`config.mk`:
```
export PLATFORM = sky130hd
export DESIGN_NAME = ripple_counter_ctrl_flat
export DESIGN_NICKNAME = d
export VERILOG_FILES = /design/src/rtl/ripple_counter_ctrl_pkg.sv /design/src/rtl/ripple_counter_ctrl_if.sv /design/src/rtl/ripple_counter_core.sv /design/src/rtl/ripple_counter_ctrl.sv /design/src/flat_wrapper.sv
export SDC_FILE = /design/constraint.sdc
export NUM_CORES = 1
export LEC_CHECK = 0
export ABC_CLOCK_PERIOD_IN_PS = 2710
export BUFFER_PORTS_ARGS = -buffer_cell sky130_fd_sc_hd__buf_4
export CAP_MARGIN = 10
export CORE_MARGIN = 4
export CORE_UTILIZATION = 50
export DETAILED_ROUTE_END_ITERATION = 12
export GPL_ROUTABILITY_DRIVEN = 0
export PLACE_DENSITY = 0.73
export SLEW_MARGIN = 20
export SYNTH_ARGS = -nofsm -noshare
export SYNTH_HDL_FRONTEND = slang
export SYNTH_SLANG_ARGS = --single-unit
export TNS_END_PERCENT = 5
```
`constraint.sdc`:
```
create_clock -name clk -period 2.71 [get_ports clk]
set_input_delay 0.4065 -clock clk [delete_from_list [all_inputs] [get_ports clk]]
set_output_delay 0.4065 -clock clk [all_outputs]
set_load 0.005 [all_outputs]
```
`src/rtl/ripple_counter_ctrl_pkg.sv`:
```
// Shared definitions for the counter sequencer and the display drivers.
package ripple_counter_ctrl_pkg;

  localparam int DEFAULT_WIDTH      = 3;
  localparam int DEFAULT_PRESCALE_W = 4;

  // Sequencer state encoding, also decoded by the LED/display logic.
  typedef enum logic [1:0] {
    ST_IDLE = 2'd0,
    ST_RUN  = 2'd1,
    ST_HOLD = 2'd2,
    ST_DONE = 2'd3
  } state_e;

  // The counter counts as "busy" while a sequence is active or paused.
  function automatic logic is_busy(state_e s);
    return (s == ST_RUN) || (s == ST_HOLD);
  endfunction

endpackage

```
`src/rtl/ripple_counter_ctrl_if.sv`:
```
// Command/status bundle between demo logic (master) and the counter sequencer (slave).
interface ripple_counter_ctrl_if #(
  parameter int WIDTH      = ripple_counter_ctrl_pkg::DEFAULT_WIDTH,
  parameter int PRESCALE_W = ripple_counter_ctrl_pkg::DEFAULT_PRESCALE_W
) ();

  // commands and configuration
  logic                  start;
  logic                  stop;
  logic                  pause;
  logic                  dir_down;
  logic                  mode_reload;
  logic [WIDTH-1:0]      load_val;
  logic [WIDTH-1:0]      term_val;
  logic [PRESCALE_W-1:0] prescale;

  // status
  logic [WIDTH-1:0]      count;
  logic                  busy;
  logic                  paused;
  logic                  tick;
  logic                  done;
  logic                  cfg_err;

  modport master (
    output start, stop, pause, dir_down, mode_reload, load_val, term_val, prescale,
    input  count, busy, paused, tick, done, cfg_err
  );

  modport slave (
    input  start, stop, pause, dir_down, mode_reload, load_val, term_val, prescale,
    output count, busy, paused, tick, done, cfg_err
  );

endinterface

```
`src/rtl/ripple_counter_core.sv`:
```
// WIDTH-bit count register with synchronous load, step enable and direction.
// Arithmetic wraps modulo 2^WIDTH; no saturation.
module ripple_counter_core #(
  parameter int WIDTH = ripple_counter_ctrl_pkg::DEFAULT_WIDTH
) (
  input  logic             clk,
  input  logic             rst,
  input  logic             load,
  input  logic [WIDTH-1:0] load_val,
  input  logic             en,
  input  logic             dir_down,
  output logic [WIDTH-1:0] count,
  output logic [WIDTH-1:0] step_val
);

  localparam logic [WIDTH-1:0] ONE = {{(WIDTH-1){1'b0}}, 1'b1};

  logic [WIDTH-1:0] count_q;
  logic [WIDTH-1:0] count_d;

  // Value the register would take on a step; the controller compares it
  // against the terminal so done can register on the same edge.
  assign step_val = dir_down ? (count_q - ONE) : (count_q + ONE);

  // Load has priority over a step.
  always_comb begin
    count_d = count_q;
    if (load)    count_d = load_val;
    else if (en) count_d = step_val;
  end

  // Count register.
  always_ff @(posedge clk or negedge rst) begin
    if (!rst) count_q <= '0;
    else      count_q <= count_d;
  end

  assign count = count_q;

endmodule

```
`src/rtl/ripple_counter_ctrl.sv`:
```
// Counter sequencer: captures a configuration on start, steps the core at a
// prescaled rate, and stops (one-shot) or reloads at the terminal value.
// All status outputs come straight from flops.
module ripple_counter_ctrl
  import ripple_counter_ctrl_pkg::*;
#(
  parameter int WIDTH      = DEFAULT_WIDTH,
  parameter int PRESCALE_W = DEFAULT_PRESCALE_W
) (
  input  logic                 clk,
  input  logic                 rst,
  ripple_counter_ctrl_if.slave bus
);

  state_e                state_q,     state_d;
  logic [PRESCALE_W-1:0] pre_cnt_q,   pre_cnt_d;
  logic [PRESCALE_W-1:0] pre_sh_q,    pre_sh_d;
  logic [WIDTH-1:0]      load_sh_q,   load_sh_d;
  logic [WIDTH-1:0]      term_sh_q,   term_sh_d;
  logic                  dir_q,       dir_d;
  logic                  reload_q,    reload_d;
  // set after a terminal step in reload mode: the next step reloads
  logic                  rld_pend_q,  rld_pend_d;
  logic                  tick_q,      tick_d;
  logic                  done_q,      done_d;
  logic                  cfg_err_q,   cfg_err_d;
  logic                  busy_q,      busy_d;
  logic                  paused_q,    paused_d;

  logic                  core_load;
  logic                  core_en;
  logic [WIDTH-1:0]      core_ld_val;
  logic [WIDTH-1:0]      core_count;
  logic [WIDTH-1:0]      core_step;

  ripple_counter_core #(.WIDTH(WIDTH)) u_core (
    .clk      (clk),
    .rst      (rst),
    .load     (core_load),
    .load_val (core_ld_val),
    .en       (core_en),
    .dir_down (dir_q),
    .count    (core_count),
    .step_val (core_step)
  );

  // Next-state, shadow capture, prescaler and pulse generation.
  always_comb begin
    state_d     = state_q;
    pre_cnt_d   = pre_cnt_q;
    pre_sh_d    = pre_sh_q;
    load_sh_d   = load_sh_q;
    term_sh_d   = term_sh_q;
    dir_d       = dir_q;
    reload_d    = reload_q;
    rld_pend_d  = rld_pend_q;
    tick_d      = 1'b0;
    done_d      = 1'b0;
    cfg_err_d   = 1'b0;
    core_load   = 1'b0;
    core_en     = 1'b0;
    core_ld_val = load_sh_q;

    case (state_q)
      // DONE only differs from IDLE in that count sits at the terminal.
      // stop is meaningless here, so a coincident start simply proceeds.
      ST_IDLE, ST_DONE: begin
        if (bus.start) begin
          if (bus.load_val == bus.term_val) begin
            // would never terminate cleanly; reject without touching state
            cfg_err_d = 1'b1;
          end else begin
            pre_sh_d    = bus.prescale;
            load_sh_d   = bus.load_val;
            term_sh_d   = bus.term_val;
            dir_d       = bus.dir_down;
            reload_d    = bus.mode_reload;
            rld_pend_d  = 1'b0;
            pre_cnt_d   = '0;
            core_load   = 1'b1;
            core_ld_val = bus.load_val;
            state_d     = ST_RUN;
          end
        end
      end

      ST_RUN: begin
        if (bus.stop) begin
          state_d = ST_IDLE;
        end else if (bus.pause) begin
          state_d = ST_HOLD;
        end else if (pre_cnt_q == pre_sh_q) begin
          pre_cnt_d = '0;
          tick_d    = 1'b1;
          if (rld_pend_q) begin
            core_load  = 1'b1;
            rld_pend_d = 1'b0;
          end else begin
            core_en = 1'b1;
            if (core_step == term_sh_q) begin
              done_d = 1'b1;
              if (reload_q) rld_pend_d = 1'b1;
              else          state_d    = ST_DONE;
            end
          end
        end else begin
          pre_cnt_d = pre_cnt_q + 1'b1;
        end
      end

      // count and prescaler frozen; resume exactly where we left off
      ST_HOLD: begin
        if (bus.stop)        state_d = ST_IDLE;
        else if (!bus.pause) state_d = ST_RUN;
      end

      default: state_d = ST_IDLE;
    endcase

    busy_d   = is_busy(state_d);
    paused_d = (state_d == ST_HOLD);
  end

  // State, shadow configuration and registered status.
  always_ff @(posedge clk or negedge rst) begin
    if (!rst) begin
      state_q    <= ST_IDLE;
      pre_cnt_q  <= '0;
      pre_sh_q   <= '0;
      load_sh_q  <= '0;
      term_sh_q  <= '0;
      dir_q      <= 1'b0;
      reload_q   <= 1'b0;
      rld_pend_q <= 1'b0;
      tick_q     <= 1'b0;
      done_q     <= 1'b0;
      cfg_err_q  <= 1'b0;
      busy_q     <= 1'b0;
      paused_q   <= 1'b0;
    end else begin
      state_q    <= state_d;
      pre_cnt_q  <= pre_cnt_d;
      pre_sh_q   <= pre_sh_d;
      load_sh_q  <= load_sh_d;
      term_sh_q  <= term_sh_d;
      dir_q      <= dir_d;
      reload_q   <= reload_d;
      rld_pend_q <= rld_pend_d;
      tick_q     <= tick_d;
      done_q     <= done_d;
      cfg_err_q  <= cfg_err_d;
      busy_q     <= busy_d;
      paused_q   <= paused_d;
    end
  end

  assign bus.count   = core_count;
  assign bus.busy    = busy_q;
  assign bus.paused  = paused_q;
  assign bus.tick    = tick_q;
  assign bus.done    = done_q;
  assign bus.cfg_err = cfg_err_q;

endmodule

```
`src/flat_wrapper.sv`:
```
// flat-port wrapper written by rule: the top's interface ports become plain ports
module ripple_counter_ctrl_flat import ripple_counter_ctrl_pkg::*;
#(
  parameter int WIDTH      = DEFAULT_WIDTH,
  parameter int PRESCALE_W = DEFAULT_PRESCALE_W
)
  (clk, rst, bus_start, bus_stop, bus_pause, bus_dir_down, bus_mode_reload, bus_load_val, bus_term_val, bus_prescale, bus_count, bus_busy, bus_paused, bus_tick, bus_done, bus_cfg_err);
  ripple_counter_ctrl_if #(.WIDTH(WIDTH), .PRESCALE_W(PRESCALE_W)) bus_i ();
  input  logic clk;
  input  logic rst;
  input wire logic [$bits(bus_i.start)-1:0] bus_start;
  input wire logic [$bits(bus_i.stop)-1:0] bus_stop;
  input wire logic [$bits(bus_i.pause)-1:0] bus_pause;
  input wire logic [$bits(bus_i.dir_down)-1:0] bus_dir_down;
  input wire logic [$bits(bus_i.mode_reload)-1:0] bus_mode_reload;
  input wire logic [$bits(bus_i.load_val)-1:0] bus_load_val;
  input wire logic [$bits(bus_i.term_val)-1:0] bus_term_val;
  input wire logic [$bits(bus_i.prescale)-1:0] bus_prescale;
  output wire logic [$bits(bus_i.count)-1:0] bus_count;
  output wire logic [$bits(bus_i.busy)-1:0] bus_busy;
  output wire logic [$bits(bus_i.paused)-1:0] bus_paused;
  output wire logic [$bits(bus_i.tick)-1:0] bus_tick;
  output wire logic [$bits(bus_i.done)-1:0] bus_done;
  output wire logic [$bits(bus_i.cfg_err)-1:0] bus_cfg_err;
  assign bus_i.start = bus_start;
  assign bus_i.stop = bus_stop;
  assign bus_i.pause = bus_pause;
  assign bus_i.dir_down = bus_dir_down;
  assign bus_i.mode_reload = bus_mode_reload;
  assign bus_i.load_val = bus_load_val;
  assign bus_i.term_val = bus_term_val;
  assign bus_i.prescale = bus_prescale;
  assign bus_count = bus_i.count;
  assign bus_busy = bus_i.busy;
  assign bus_paused = bus_i.paused;
  assign bus_tick = bus_i.tick;
  assign bus_done = bus_i.done;
  assign bus_cfg_err = bus_i.cfg_err;
  ripple_counter_ctrl #(.WIDTH(WIDTH), .PRESCALE_W(PRESCALE_W)) u_core (.clk(clk), .rst(rst), .bus(bus_i));
endmodule
```
==> flow_summary.json, run 1 <==
{
  "vias": 1059,
  "hold_viol": 0,
  "cp.arrival_ns": 2.81,
  "port-buffer-count": 24,
  "area_growth_pct": 20.2,
  "viasPerCell": 5.60,
  "r2r_start": "u_core.u_core.count[0]",
  "period_minus_slack_ns": 2.57,
  "cts_tree": "done",
  "cts_buffers": 3,
  "max_freq_ghz": 0.389,
  "clk_pin_slew_ns": 0.14,
  "final_cells": 189,
  "cp_max_fo": 3,
  "status": "finished, final reports clean",
  "reg2reg_to": "u_core.bus.busy",
  "fillers": 225,
  "hpwl_um": 2200,
  "finalInstanceArea_mm2": 0.00171,
  "wl_um": 2830,
  "syn-num-nets": 148,
  "initial_core_util_pct": 51.9,
  "grt_usage_pct": 17.0,
  "syn-cell-area_mm2": 0.00142,
  "tightest_slew_ns": 0.710,
  "nets": 181,
  "hold-path-endpoint": "u_core.pre_sh_q[1]",
  "post-route-drc-count": 0,
  "yosys.area.top_type_share_pct": 47.6,
  "die_y_um": 61.3,
  "worst_hold_path.num_cells": 2,
  "drt_iter0_drc": 40,
  "grt_pass1_wl_um": 4720,
  "yosysWarnings": 0,
  "yosys-top-cells-area": "dfrtp_1 48%, mux2_2 9.5%, xor2_1 4.9%, ha_1 3.5%, xnor2_1 3.1%",
  "yosysUniqueCellTypes": 36,
  "detail-route-antenna-nets": 0,
  "critPathLaunchType": "flop",
  "grtUsageMet3_pct": 4.19,
  "grt_util_met1_pct": 23.4,
  "power.density_mw_per_mm2": 1040,
  "ioPinCount": 25,
  "first_global_vias": 1021,
  "syn_inst": 126,
  "timing.reg2reg.setup_slack_ns": 0.14,
  "busiest_layer": "met2",
  "coreArea_mm2": 0.00273,
  "cts_root_buf": "clkbuf_4",
  "final_common_cell": "buf_4",
  "avgSynthCellArea_um2": 11.3,
  "cap_violations": 0,
  "diodes": 0,
  "slew_headroom_pct": 52.0,
  "yosys_register_bits": 27,
  "maxSlewViolCount": 0,
  "rr_worst_depth": 8,
  "h-tree-depth": 1,
  "grt_use_met2_pct": 27.3,
  "ir_drop_uv": 703,
  "finalCritPeriodShare_pct": 94.9,
  "final-setup-viol-count": 0,
  "dr.pass1.iters": 4,
  "fin_tns_setup_ns": 0,
  "fin_skew_ns": 0.00951,
  "grt_max_degree": 28,
  "cts.path.max_buffers": 2,
  "fin_util_pct": 62.4,
  "clkSinkCount": 27,
  "die_area_mm2": 0.00375,
  "grt_overflow": 0,
  "yosysSeqAreaShare_pct": 47.6,
  "dp_cells": 184,
  "place_area_mm2": 0.00166,
  "clk_latency_ns": 0.32,
  "hold_class": "in2reg",
  "fp.dieW_um": 61.3,
  "finalPower_mw": 1.78,
  "crit_type": "reg2reg",
  "p_leak_nw": 0.778,
  "wl_per_cell_um": 15.0,
  "num_rows": 19,
  "drive_gt1_share_pct": 31.0,
  "cp.required_ns": 2.95,
  "rsz0062_at_grt": "no",
  "worst_hold_startpoint": "bus_prescale[1]",
  "cp-end-kind": "flop",
  "antenna_found_initial": 0,
  "netlist.top_cell.by_area": "dfrtp_1",
  "layout_common_cells": "28 x buf_4, 27 x dfrtp_1, 12 x mux2_2"
}
## registers in the layout, summed over array words and instances (netlist names)
| name | count |
|---|---|
| u_core.bus.busy | 1 |
| u_core.pre_sh_q | 4 |
| u_core.term_sh_q | 3 |
| u_core.rld_pend_q | 1 |
| u_core.dir_q | 1 |
| u_core.bus.done | 1 |
| u_core.load_sh_q | 3 |
| u_core.reload_q | 1 |
| u_core.u_core.count | 3 |
| u_core.bus.cfg_err | 1 |
| u_core.bus.paused | 1 |
| u_core.state_q | 2 |
| u_core.bus.tick | 1 |
| u_core.pre_cnt_q | 4 |
## stage by stage
stage	hold slack (ns)	worst slack, ns
global placement	0.335	0.229
floorplan	0.111	0.222
finish	0.315	0.139
CTS	0.304	0.129
global route	0.292	0.0283
detailed placement	0.341	0.146
## how the worst max path moves through the flow
stage	from	end	slack [ns]	cells after the start
5_1_grt	u_core.u_core.count[1]	u_core.bus.busy	0.03	8
2_1_floorplan	u_core.u_core.count[0]	u_core.bus.busy	0.22	8
6_report	u_core.u_core.count[0]	u_core.bus.busy	0.14	8
3_5_place_dp	u_core.u_core.count[0]	u_core.bus.busy	0.15	8
4_1_cts	u_core.u_core.count[0]	u_core.bus.busy	0.13	8
3_3_place_gp	u_core.u_core.count[0]	u_core.bus.busy	0.23	8
## worst max-delay path, cell delays in order (launching register included)
cell     delay, ns
dfrtp_1       0.42
fa_1          0.44
xor2_1        0.21
xnor2_1       0.14
nand4_1       0.16
or3b_1        0.44
a221o_1       0.35
ha_1          0.29
inv_1         0.04
## cell families after synthesis
family / after synthesis / synth area share [%]
adder cells (fa/ha/maj): 5 / 4.94
AND/OR/NAND/NOR: 36 / 14.7
flip-flops: 27 / 47.6
AO/OA/AOI/OAI: 25 / 12.5
multiplexers: 13 / 10.2
XOR/XNOR: 13 / 8.02
buffers and inverters: 7 / 1.94
## synth_stat cells
master and number:
dfrtp_1 27, mux2_2 12, xor2_1 8, nor2_1 7
inv_1 6, nand3_1 6, nand2_1 5, xnor2_1 5
a31oi_1 4, ha_1 4, o21ai_0 4, a21oi_1 3
nand4_1 3, nor3_1 3, o31ai_1 3, a21o_1 2
a221o_1 2, a221oi_1 2, nor2b_1 2, o41ai_1 2
a2bb2oi_1 1, and2_1 1, and2_2 1, and2b_2 1
and3_2 1, buf_2 1, fa_1 1, mux2i_1 1
nand2b_1 1, nor3b_1 1, nor4_4 1, o2111ai_1 1
o21bai_1 1, or2_2 1, or3b_1 1, or4_1 1
## final cells by class
type | count | area, µm² | share of cell area, %
clock buffer | 4 | 26.3 | 1.54
timing repair buffer | 29 | 220 | 12.9
multi-input combinational | 92 | 722 | 42.3
inverter | 6 | 22.5 | 1.32
sequential | 27 | 676 | 39.6
tap | 31 | 38.8 | 2.27
## routing by layer
| metal | routed length [µm] | share of wire, % |
|---|---|---|
| met1 | 1290 | 45 |
| met4 | 0 | 0 |
| met2 | 1370 | 49 |
| met3 | 166 | 5.9 |
| met5 | 0 | 0 |
## report_power, final
group	internal (mW)	leakage, nW	switching (mW)
Clock	0.0575	0.0150	0.114
Sequential	0.558	0.337	0.117
Combinational	0.462	0.427	0.473
## what timing repair did
action,4_1_cts,5_1_grt
resized for setup,0,1
setup buffers,0,0
hold buffers,1,0
hold endpoints to repair,27,0
endpoints found under the setup margin,0,1
Note: power is estimated with default switching activity, not from simulation.
==> inputs of run 2 (changes only) <==
- SETUP_SLACK_MARGIN: unset -> 0.1
- SYNTH_HIERARCHICAL: unset -> 1
==> run 2 against run 1 <==
  * Non-clock buffer count up 2
  * Worst setup slack better by 0.044 ns
  * First-iteration DRC count down 48%
  * Combinational power up 5.1%
  * Global-route usage about the same
  * Utilization up 4.1 points
  * Clock skew down 0.0073 ns
  * Cell count down 2.6%
  * Critical path depth up 2
  * Sequential share of layout area about the same
==> flow_summary.json, run 2 <==
{
  "status": "finished, final reports clean",
  "first_global_vias": 1039,
  "critPathLaunchType": "flop",
  "rsz0062_at_grt": "yes",
  "finalWorstSetupSlack_ns": 0.183,
  "h-tree-depth": 1,
  "cts_tree": "done",
  "antenna_found_initial": 0,
  "maxSlewViolCount": 0,
  "cts.path.max_buffers": 2,
  "vias": 1031,
  "yosys_register_bits": 27,
  "clk_pin_slew_ns": 0.14,
  "area_growth_pct": 22.3,
  "finalInstanceArea_mm2": 0.00171,
  "register_area_um2": 676,
  "pwr-share-clk_pct": 9.6,
  "period_minus_slack_ns": 2.53,
  "cp_max_fo": 3,
  "seq_power_share_pct": 36.4,
  "synth_commonest_cells": "27 x dfrtp_1, 13 x mux2_2, 11 x inv_1",
  "synth_ff_type": "dfrtp_1",
  "hold_ws_ns": 0.300,
  "power.density_mw_per_mm2": 1070,
  "p_leak_nw": 0.820,
  "detail-route-antenna-nets": 0,
  "final_common_cell": "buf_4",
  "avgSynthCellArea_um2": 11.6,
  "hold_viol": 0,
  "die_y_um": 60.8,
  "syn-cell-area_mm2": 0.00140,
  "place_ws_ns": -0.0174,
  "drive_gt1_share_pct": 36.4,
  "r2r_start": "u_core/dir_q",
  "port-buffer-count": 24,
  "final-setup-viol-count": 0,
  "slew_headroom_pct": 63.7,
  "post-route-drc-count": 0,
  "finalCritPeriodShare_pct": 93.3,
  "diodes": 0,
  "yosys-top-cells-area": "dfrtp_1 48%, mux2_2 10%, xor2_1 4.4%, xnor2_1 3.8%, ha_1 3.6%",
  "place_area_mm2": 0.00162,
  "timing.reg2reg.setup_slack_ns": 0.18,
  "reg2reg_to": "u_core/bus.busy",
  "ir_drop_uv": 704,
  "dr.pass1.iters": 4,
  "cts_buffers": 3,
  "syn-num-nets": 142,
  "cap_violations": 0,
  "hold_class": "in2reg",
  "crit_type": "reg2reg",
  "multi_input_area_um2": 689,
  "grt_usage_pct": 17.0,
  "wl_per_cell_um": 15.4,
  "tightest_slew_ns": 0.537,
  "drt_iter0_drc": 21,
  "largestRegisters": "u_core/pre_cnt_q (4), u_core/pre_sh_q (4)",
  "initial_core_util_pct": 54.3,
  "wl_um": 2840,
  "rr_worst_depth": 10,
  "die_area_mm2": 0.00370,
  "num_rows": 18,
  "netlist.top_cell.by_area": "dfrtp_1",
  "cp.arrival_ns": 2.77,
  "worst_hold_startpoint": "bus_mode_reload",
  "cp-end-kind": "flop",
  "crit_start": "u_core/dir_q",
  "synthMostInstantiatedCell": "dfrtp_1",
  "grt_max_degree": 28,
  "max_freq_ghz": 0.396,
  "cp.required_ns": 2.95,
  "hpwl_um": 2230,
  "fp.dieW_um": 60.8,
  "fin_skew_ns": 0.00224,
  "cts_root_buf": "clkbuf_4",
  "grt_overflow": 0,
  "nets": 177,
  "yosysWarnings": 6,
  "layout_common_cells": "30 x buf_4, 27 x dfrtp_1, 13 x mux2_2",
  "yosysUniqueCellTypes": 35,
  "clk_latency_ns": 0.33,
  "fillers": 203,
  "coreArea_mm2": 0.00257,
  "netSwitchingFraction_pct": 39.1,
  "grt_pass1_wl_um": 4620,
  "clkSinkCount": 27,
  "pwr-share-comb_pct": 54.0,
  "internal_power_mw": 1.11,
  "viasPerCell": 5.60,
  "endpoint": "u_core/bus.busy",
  "synth_edf_count": 0,
  "syn_inst": 120,
  "p_switching_uw": 710,
  "ioPinCount": 25,
  "yosysSeqAreaShare_pct": 48.4,
  "synthArstFlopShare_pct": 100,
  "yosys.area.top_type_share_pct": 48.4
}
-- run 2: cell types whose count changed after synthesis, sizes merged, moves of 3 or more --
cell / before / now
nor3: 3 / 0
nand3: 6 / 3
o31ai: 3 / 0
inv: 6 / 11
-- run 2: per-layer routing --
layer	part of all wire, %	track usage (%)
met3	4.6	2.55
met4	1.9	6.81
met1	42	19.9
met2	52	30.8
met5	0	0
-- run 2: power by group through the flow --
stage | logic [mW] | registers, mW | clock network, mW
floorplan | 0.657 | 0.643 | 0
global placement | 0.839 | 0.661 | 0
detailed placement | 0.879 | 0.674 | 0
CTS | 0.916 | 0.667 | 0.183
global route | 1.10 | 0.678 | 0.196
finish | 0.983 | 0.662 | 0.174
-- run 2: logic make-up (layout without fill, tap and decap cells) --
kind of cell	after synthesis	after routing	share of synthesized area [%]
XOR/XNOR	13	13	8.16
adder cells (fa/ha/maj)	5	5	5.02
AO/OA/AOI/OAI	22	22	13.0
buffers and inverters	12	46	3.32
flip-flops	27	27	48.4
AND/OR/NAND/NOR	27	27	10.9
multiplexers	14	14	11.2
-- run 2: final cells by class --
| class | count | area share (%) |
|---|---|---|
| timing repair buffer | 31 | 13.8 |
| tap | 30 | 2.20 |
| inverter | 11 | 2.42 |
| clock inverter | 1 | 0.293 |
| clock buffer | 3 | 1.32 |
| multi-input combinational | 81 | 40.4 |
| sequential | 27 | 39.6 |
-- run 2: repair_timing --
item | CTS | global route
setup endpoints to repair | 2 | 1
resized for setup | 2 | 3
endpoints found under the hold margin | 27 | 0
setup buffers | 0 | 4
pin swaps | 1 | 5
cloned | 0 | 0
hold buffers | 1 | 0
-- run 2: critical path, cell delays in order, from the launching register on --
cell	delay (ns)
dfrtp_1	0.41
inv_2	0.05
fa_2	0.41
xnor2_2	0.22
xnor2_1	0.11
xor2_1	0.16
nor4_2	0.37
nand3b_1	0.17
a31o_2	0.24
ha_1	0.26
inv_1	0.03
-- run 2: worst min-delay path by stage --
| stage | end | slack [ns] | cells after the start |
|---|---|---|---|
| 3_3_place_gp | u_core/pre_cnt_q[2] | 0.33 | 1 |
| 3_5_place_dp | u_core/pre_cnt_q[2] | 0.34 | 1 |
| 4_1_cts | u_core/reload_q | 0.29 | 2 |
| 2_1_floorplan | u_core/bus.busy | 0.11 | 0 |
| 5_1_grt | u_core/reload_q | 0.29 | 2 |
| 6_report | u_core/reload_q | 0.30 | 2 |
-- run 2: through the flow --
step	util [%]	setup TNS [ns]	total power, mW	instances
4_1_cts	65.2	0	1.77	180
5_1_grt	66.5	0	1.97	184
6_report	66.5	0	1.82	184
3_3_place_gp	63.2	0	1.50	175
2_1_floorplan	-	0	1.30	120
3_5_place_dp	63.2	-0.0174	1.55	175
==> inputs of run 3 (changes only) <==
- CORE_UTILIZATION: 50 -> 54
- PLACE_DENSITY: 0.73 -> 0.78
==> run 3 against run 2 <==
  * First-iteration DRC count increased by 100%
  * Total power decreased by 1.4%
  * Largest cell class unchanged
  * Critical path depth unchanged
  * Count of clock-buffer cells in the layout increased by 1
  * Sequential power about the same
  * Sequential share of layout area about the same
  * Global-route usage increased by 0.96 points
  * Clock power about the same
  * Utilization increased by 2.4 points
  * Die area decreased by 6.4%
  * Critical path type unchanged
==> flow_summary.json, run 3 (synthesis results as in run 2) <==
{
  "fin_tns_setup_ns": 0,
  "clk_latency_ns": 0.32,
  "antenna_found_initial": 0,
  "rsz0062_at_grt": "no",
  "dr.pass1.iters": 4,
  "cts_root_buf": "clkbuf_4",
  "hold_viol": 0,
  "final_common_cell": "buf_4",
  "cts_buffers": 3,
  "grt_usage_pct": 17.9,
  "wl_um": 2830,
  "fin_skew_ns": 0.00276,
  "fillers": 177,
  "crit_type": "reg2reg",
  "diodes": 0,
  "fp.dieW_um": 58.8,
  "clk_pin_slew_ns": 0.14,
  "grt_pass1_wl_um": 4780,
  "cts.path.max_buffers": 2,
  "ioPinCount": 25,
  "max_freq_ghz": 0.399,
  "maxSlewViolCount": 0,
  "finalPower_mw": 1.79,
  "detail-route-antenna-nets": 0,
  "grt_max_degree": 28,
  "power.density_mw_per_mm2": 1050,
  "cp-end-kind": "flop",
  "cp.arrival_ns": 2.74,
  "coreArea_mm2": 0.00248,
  "status": "finished, final reports clean",
  "hold_class": "in2reg",
  "drt_iter0_drc": 42,
  "critPathLaunchType": "flop",
  "initial_core_util_pct": 56.3,
  "layout_common_cells": "30 x buf_4, 27 x dfrtp_1, 13 x mux2_2",
  "p_leak_nw": 0.817,
  "ir_drop_uv": 707,
  "slew_headroom_pct": 64.0,
  "port-buffer-count": 24,
  "cp.required_ns": 2.95,
  "area_growth_pct": 22.2,
  "wl_per_cell_um": 15.4,
  "fin_util_pct": 68.8,
  "h-tree-depth": 1,
  "largestRegisters": "u_core/pre_cnt_q (4), u_core/pre_sh_q (4)",
  "grt_overflow": 0,
  "tightest_slew_ns": 0.533,
  "vias": 1048,
  "viasPerCell": 5.70,
  "register_area_um2": 676,
  "die_y_um": 58.8,
  "multi_input_area_um2": 689,
  "num_rows": 18,
  "finalCritPeriodShare_pct": 92.6,
  "drive_gt1_share_pct": 35.1,
  "final-setup-viol-count": 0,
  "hpwl_um": 2160,
  "nets": 177,
  "cap_violations": 0,
  "clkSinkCount": 27,
  "period_minus_slack_ns": 2.51,
  "cts_tree": "done",
  "cp_max_fo": 3,
  "first_global_vias": 1102,
  "post-route-drc-count": 0,
  "die_area_mm2": 0.00346
}
[run 3: stage by stage]
step | setup WS (ns) | hold WS (ns) | cell area, µm² | std cells
after global routing | 0.121 | 0.294 | 1710 | 184
after CTS | 0.173 | 0.295 | 1670 | 180
after detailed placement | -0.0256 | 0.341 | 1620 | 175
after global placement | 0.112 | 0.336 | 1620 | 175
final | 0.202 | 0.305 | 1710 | 184
after floorplan | 0.217 | 0.111 | 1400 | 120
[run 3: what timing repair did]
item                                    in CTS  in global routing
buffers inserted                             0                  4
hold buffers                                 1                  0
endpoints found under the hold margin       27                  0
gates resized for setup                      2                  2
pin swaps                                    1                  5
endpoints found under the setup margin       2                  1
[run 3: final cells by class]
cell class	instances	area share, %
flip-flops and latches	27	39.6
repair buffers	31	13.8
well taps	30	2.20
inverters	11	2.42
multi-input cells	81	40.4
clock buffers	4	1.54
[run 3: final timing paths]
path / from / end / slack, ns / cells after the start
setup / recovery: u_core/u_core/count[1] / u_core/bus.busy / 0.20 / 10
hold / removal: bus_prescale[3] / u_core/pre_sh_q[3] / 0.31 / 2
setup reg to reg: u_core/u_core/count[1] / u_core/bus.busy / 0.20 / 10
hold reg to reg: u_core/load_sh_q[1] / u_core/load_sh_q[1] / 0.52 / 1
max in group asynchronous: rst / u_core/state_q[1] / 1.94 / 2
min in group asynchronous: rst / u_core/pre_cnt_q[1] / 0.51 / 2
[run 3: power by group]
part           leakage, nW  total (mW)  internal [mW]  switching (mW)
Clock               0.0150       0.172         0.0576           0.114
Sequential           0.339       0.659          0.553           0.107
Combinational        0.463       0.963          0.490           0.473
Total                0.817        1.79           1.10           0.694
[run 3: layer usage]
| metal | track usage (%) | share of wire [%] |
|---|---|---|
| met5 | 0 | 0 |
| met3 | 1.97 | 4.5 |
| met4 | 7.12 | 1.6 |
| met1 | 22.6 | 41 |
| met2 | 31.2 | 53 |
[run 3: worst max-delay path: stages, from the launching register on]
cell and delay (ns):
dfrtp_1 0.39, inv_1 0.08, fa_2 0.41, xnor2_2 0.23, xnor2_1 0.11, xor2_1 0.15
nor4_2 0.33, nand3b_1 0.17, a31o_2 0.25, ha_1 0.27, inv_1 0.03
